$ cat src/rtl/fazyrv_rf_pkg.sv
// fazyrv_rf_pkg: shared types and helpers for the chunk-serial regfile sequencer
package fazyrv_rf_pkg;
  typedef enum logic [1:0] {IDLE, PRE, SHIFT, DONE} state_e;
  typedef struct packed {
    logic [4:0] rs1;
    logic [4:0] rs2;
    logic [4:0] rd;
    logic       we;
  } req_t;
  function automatic int nchunks(input int chunksize);
    return 32 / chunksize;
  endfunction
endpackage

$ cat src/rtl/fazyrv_rf_seq.sv
// fazyrv_rf_seq: sequences one full-word chunk-serial register access per request
module fazyrv_rf_seq
  import fazyrv_rf_pkg::*;
#(
  parameter int CHUNKSIZE = 2,
  localparam int NCHUNKS = nchunks(CHUNKSIZE),
  localparam int CW = NCHUNKS > 1 ? $clog2(NCHUNKS) : 1
) (
  input  logic          clk_i,
  input  logic          rst_in,
  input  logic          req_valid_i,
  output logic          req_ready_o,
  input  logic [4:0]    req_rs1_i,
  input  logic [4:0]    req_rs2_i,
  input  logic [4:0]    req_rd_i,
  input  logic          req_we_i,
  input  logic          abort_i,
  output logic          rf_shft_o,
  output logic [4:0]    rf_rs1_o,
  output logic [4:0]    rf_rs2_o,
  output logic [4:0]    rf_rd_o,
  output logic          rf_we_o,
  output logic          rf_ram_rstb_o,
  output logic          rf_ram_wstb_o,
  output logic [CW-1:0] chunk_o,
  output logic          first_o,
  output logic          last_o,
  output logic          done_o,
  output logic          aborted_o
);
  if (!(CHUNKSIZE == 1 || CHUNKSIZE == 2 || CHUNKSIZE == 4 || CHUNKSIZE == 8)) begin : g_bad_chunksize
    $error("fazyrv_rf_seq: CHUNKSIZE must be 1, 2, 4 or 8");
  end
  state_e        state_q, state_d;
  logic [CW-1:0] chunk_q, chunk_d;
  req_t          req_q, req_d;
  logic          abort_q, abort_d;
  logic          shift, last;
  assign shift = state_q == SHIFT;
  assign last  = shift && chunk_q == CW'(NCHUNKS - 1);
  always_comb begin
    state_d = state_q;
    chunk_d = chunk_q;
    req_d   = req_q;
    abort_d = abort_q;
    case (state_q)
      IDLE: begin
        req_d   = req_valid_i ? '{rs1: req_rs1_i, rs2: req_rs2_i, rd: req_rd_i, we: req_we_i && req_rd_i != 5'd0} : req_q;
        state_d = req_valid_i ? PRE : IDLE;
      end
      PRE: begin
        abort_d = abort_q | abort_i;
        chunk_d = '0;
        state_d = SHIFT;
      end
      SHIFT: begin
        abort_d = abort_q | abort_i;
        chunk_d = last ? chunk_q : chunk_q + CW'(1);
        state_d = last ? DONE : SHIFT;
      end
      default: begin
        abort_d = 1'b0;
        chunk_d = '0;
        state_d = IDLE;
      end
    endcase
  end
  always_ff @(posedge clk_i or negedge rst_in) begin
    if (!rst_in) begin
      state_q <= IDLE;
      chunk_q <= '0;
      req_q   <= '0;
      abort_q <= 1'b0;
    end else begin
      state_q <= state_d;
      chunk_q <= chunk_d;
      req_q   <= req_d;
      abort_q <= abort_d;
    end
  end
  assign req_ready_o   = state_q == IDLE;
  assign rf_shft_o     = shift;
  assign rf_rs1_o      = req_q.rs1;
  assign rf_rs2_o      = req_q.rs2;
  assign rf_rd_o       = req_q.rd;
  assign rf_we_o       = shift && req_q.we && !abort_q && !abort_i;
  assign rf_ram_wstb_o = rf_we_o;
  assign rf_ram_rstb_o = state_q == PRE || (shift && !last);
  assign chunk_o       = chunk_q;
  assign first_o       = shift && chunk_q == '0;
  assign last_o        = last;
  assign done_o        = state_q == DONE;
  assign aborted_o     = done_o && abort_q;
endmodule

$ cat config.mk
export PLATFORM = sky130hd
export DESIGN_NAME = fazyrv_rf_seq
export DESIGN_NICKNAME = d
export VERILOG_FILES = /design/src/rtl/fazyrv_rf_pkg.sv /design/src/rtl/fazyrv_rf_seq.sv
export SDC_FILE = /design/constraint.sdc
export NUM_CORES = 1
export LEC_CHECK = 0
export BUFFER_PORTS_ARGS = -buffer_cell sky130_fd_sc_hd__buf_2
export CORE_ASPECT_RATIO = 1.4
export CORE_UTILIZATION = 45
export CTS_BUF_LIST = sky130_fd_sc_hd__clkbuf_8
export CTS_CLUSTER_SIZE = 28
export DETAILED_ROUTE_END_ITERATION = 16
export GPL_ROUTABILITY_DRIVEN = 0
export GPL_TIMING_DRIVEN = 0
export PLACE_DENSITY = 0.85
export SLEW_MARGIN = 20
export SYNTH_ARGS = -nofsm -noshare
export SYNTH_HDL_FRONTEND = slang
export SYNTH_SLANG_ARGS = --single-unit
$ cat constraint.sdc
create_clock -name clk_i -period 1.7 [get_ports clk_i]
set_input_delay 0.17 -clock clk_i [delete_from_list [all_inputs] [get_ports clk_i]]
set_output_delay 0.17 -clock clk_i [all_outputs]
set_load 0.05 [all_outputs]
# Yosys cells after proc, flatten, opt, wreduce, memory -nomap -nowiden
# Cells that the tools add are included.
# totals
ff_bits	23
latch_bits	0
ram_bits	0
romBits	0
in_bits	20
mem_count	0
# op_classes
add_sub_neg	1
multipliers	0
div_mod_pow	0
magnitude_cmp	0
n_eq_ne	5
shift	0
n_mux	6
bitwise	2
reduce_logical	18
# ops
cell	n
logical AND 1 bit	8
case mux 4 bit (2 select lines)	1
case mux 2 bit (3 select lines)	1
nonzero test 5 bit	1
adder 4 x 1 -> 4 bit (second input constant)	1
equality test 2 bit (second input constant)	2
equality test 4 bit (second input constant)	1
zero test 4 bit	1
2-to-1 mux 4 bit	1
AND reduction 2 bit	2
zero test 1 bit	3
equality test 2 x 1 -> 1 bit (second input constant)	1
zero test 2 bit	1
2-to-1 mux 1 bit	2
inequality test 2 bit (second input constant)	1
case mux 1 bit (2 select lines)	1
OR reduction 2 bit	1
logical OR 1 bit	1
NOT 1 bit	1
OR 1 bit	1

# Longest topological paths before layout
# logic_depth
ltp_word	5
ltp_mapped	7
mapped_depth_nobuf	5

# Least setup slack after synthesis
# No wires, ideal clock.
# synth_path
path_kind	register to output
start	register state_q[0]
end	output port rf_we_o
arrival_time_ns	2.567
t_required_ns	1.530
path_slack_ns	-1.037
stages_incl_launch_ff	6
n_path_buf	1
path_cell_list	dfrtp_1 inv_1 ha_1 nand2_1 nor3_1 buf_4
# synth_via
elab_chain_cells	4
# synth_rtl
item	line	text
start: declaration	fazyrv_rf_seq.sv:34	state_e state_q, state_d;
start signal: assignment	fazyrv_rf_seq.sv:75	state_q <= state_d;
equality test 2 bit	fazyrv_rf_seq.sv:39	assign shift = state_q == SHIFT;
named net rf_shft_o	fazyrv_rf_seq.sv:18	output logic rf_shft_o,
logical AND 1 bit (3 in a row)	fazyrv_rf_seq.sv:86	assign rf_we_o = shift && req_q.we && !abort_q && !abort_i;
end: declaration	fazyrv_rf_seq.sv:22	output logic rf_we_o,
# The timed path passes the listed nets, and every way through them passes these cells.

# Worst setup path after layout
# layout_path
start	register state_q[0]
end	output port rf_ram_wstb_o
# layout_via
elab_chain_cells	4
# layout_rtl
item	line	text
equality test 2 bit	fazyrv_rf_seq.sv:39	
logical AND 1 bit (3 in a row)	fazyrv_rf_seq.sv:86	
end: declaration	fazyrv_rf_seq.sv:24	output logic rf_ram_wstb_o,
# No other way between the ends.

==> summary.md <==
| Metric | Value |
|---|---|
| Placed cells | 180 |
| Max incr delay on CP | 0.39 ns |
| I/O pins | 48 |
| Synth area leaders | dfrtp_1 48%, buf_4 11%, mux2_4 10% |
| Wirelength per Cell | 12.34 um |
| Yosys top cell area share | 0.4837 |
| Max-cap viol count | 0 |
| H-tree depth | 1 |
| CTS tree | built |
| ANT nets after route | 0 |
| Die extent in y | 62.85 um |
| Syn_nets | 125 |
| Core area | 0.002444 mm2 |
| Sink Count | 23 |
| Final #Nets | 182 |
| Grt ovf | 0 |
| Synthesized flop and latch total | 23 |
| Wire length of the first global-routing pass | 3905 um |
| Sequential area share after synthesis | 0.4837 |
| CP max-delay cell | dfrtp_1 |
| CTS Buf Count | 3 |
| Skew final | 0.003753 ns |
| Die X | 45.46 um |
| DR vias | 901 |
| Fin cells | 189 |
| F_max | 617.8 MHz |
| # DRC | 0 |
| Iter 0 DRT Violations | 4 |
| Yosys cell types | 23 |
| Worst-path clk slew | 0.08 ns |
| Status | complete, no violations |
| Row cnt | 21 |
| Pins Over Slew Limit | 0 |
| Area leader, netlist | dfrtp_1 |
| Overall routing resource usage | 0.1912 |
| Via-to-Cell Ratio | 4.767 |
| Worst slew pin tran | 0.4996 ns |
| Number of diodes | 0 |
| Clock latency on the worst-skew pair | 0.26 ns |
| Worst-path maximum fanout | 6 |
| Critical-path cell list | inv_2 > ha_4 > nand2_1 > nor3_4 > clkbuf_4 |
| Tcrit/Tclk final | 0.9522 |
| CTS root buffer | clkbuf_8 |
| Number of global-route vias before repair | 892 |
| Final Hold Vio Count | 0 |
| # setup viols final | 0 |
| Routed WL | 2333 um |
| Setup Crit Path Kind | reg2out |
| Crit. End Element | output pin |
| Starting density of the core | 0.4869 |
| Setup slack, reg-to-reg | 0.11 ns |
| Antenna violations before repair | 0 |
| Mapped Cells | 99 |
| Crit path DAT | 1.45 ns |
| Hold WC Path Type | in2reg |
| Area delta synth->final | 35.96% |
| Post-Syn Area | 0.001190 mm2 |
| PortBufs | 47 |
| Drt pass-1 iters | 4 |
| Fin crit period | 1.619 ns |
| Rel. slew slack | 0.6669 |
| Hold Slack | 0.1390 ns |
| Average cell area after synthesis | 12.02 um2 |
| CTS Buffer Depth | 2 |
| Hpwl dp | 1846 um |
| Layout cell share with drive strength beyond 1 | 0.6258 |
| CP required | 1.53 ns |
| Die Area | 0.002857 mm2 |
| Synth warn | 0 |
| CP startpoint kind | flip-flop |
| Largest net degree at the start of global routing | 24 |
placed cells by master, fill, tap and decap left out:
master,n
a21bo_2,1
a21oi_1,4
a2bb2oi_1,1
and2_1,1
and4_2,1
buf_2,42
buf_4,22
buf_6,3
clkbuf_4,2
clkbuf_8,3
clkinv_2,1
dfrtp_1,22
dfrtp_2,1
dlygate4sd3_1,1
ha_1,4
ha_2,1
ha_4,1
inv_1,5
inv_2,1
mux2_2,7
mux2_4,8
nand2_1,4
nand2_4,1
nand2b_1,1
nand3_1,2
nor2_1,4
nor3_4,1
nor4bb_4,1
o21ai_0,4
o21ai_1,2
o31ai_1,2
or4_1,1
logic make-up after synthesis:
family	synth area share
multiplexers	0.1672
adder cells (fa/ha/maj)	0.06309
AND/OR/NAND/NOR	0.07991
buffers and inverters	0.1356
AO/OA/AOI/OAI	0.07045
flip-flops	0.4837
final cells by class:
type,instances,area [um2]
Sequential cell,23,576.8
Clock buffer,3,41.29
Tap cell,34,42.54
Buffer,18,142.6
Fill cell,211,825.8
Inverter,6,22.52
Timing Repair Buffer,52,291.5
Multi-Input combinational cell,52,495.5
Clock inverter,1,5.005
per-layer routing:
layer	vias to the layer above	GRT usage	wire (um)
li1	430	-	-
met2	33	0.3411	1350
met5	-	0	0
met1	436	0.2068	865
met4	0	0.08712	19
met3	2	0.02890	97
sequential cells by signal (all words and copies together), names as in the netlist:
name	cells
rf_rd_o	5
abort_q	1
rf_rs2_o	5
state_q	2
rf_rs1_o	5
chunk_o	4
req_q	1
path summary, 6_finish.rpt:
path                                             start                       to  cells after the start
worst min-delay path                      req_rs2_i[1]  rf_rs2_o[1]$_DFFE_PN0P_                      2
worst max-delay path              state_q[0]$_DFF_PN0_            rf_ram_wstb_o                      5
worst max register to register    state_q[1]$_DFF_PN0_  rf_rs2_o[4]$_DFFE_PN0P_                      6
max in group asynchronous                       rst_in   chunk_o[0]$_DFFE_PN0P_                      2
min in group asynchronous                       rst_in   chunk_o[2]$_DFFE_PN0P_                      2
worst min register to register  rf_rd_o[2]$_DFFE_PN0P_   rf_rd_o[2]$_DFFE_PN0P_                      1
stage by stage:
step                      utilization  setup slack (ns)  area, um2  setup TNS [ns]
after floorplan                     -          -0.08433       1236         -0.2190
after global routing           0.6621         -0.006241       1618       -0.009826
after CTS                      0.6436          0.009656       1573               0
final                          0.6621           0.08131       1618               0
after global placement         0.6196            0.1608       1514               0
after detailed placement       0.6196            0.1032       1514               0
critical path: cells and delay by family (launching register included):
family	cells	cell delay (ns)
DFF	1	0.39
buffers and inverters	2	0.35
and+or+nand+nor	2	0.28
adders and majority gates	1	0.17
synthesized netlist by cell type, drive strengths merged:
cell and instances:
nand2 5, mux2 15, a21bo 1, nand2b 1, nor4bb 1, buf 18, o31ai 2, a21oi 4
or4 1, a2bb2oi 1, o21ai 6, nor2 4, inv 6, nand3 2, and2 1, and4 1
nor3 1, dfrtp 23, ha 6
repair_timing:
item	CTS	global route
cloned	0	0
hold buffers	1	0
gates resized for setup	2	8
setup endpoints to repair	2	5
endpoints found under the hold margin	23	0
setup buffers	0	4
Power is left out: the tool's default activity adds up to more than one toggle a clock period on the data nets, which glitch-free logic cannot reach.
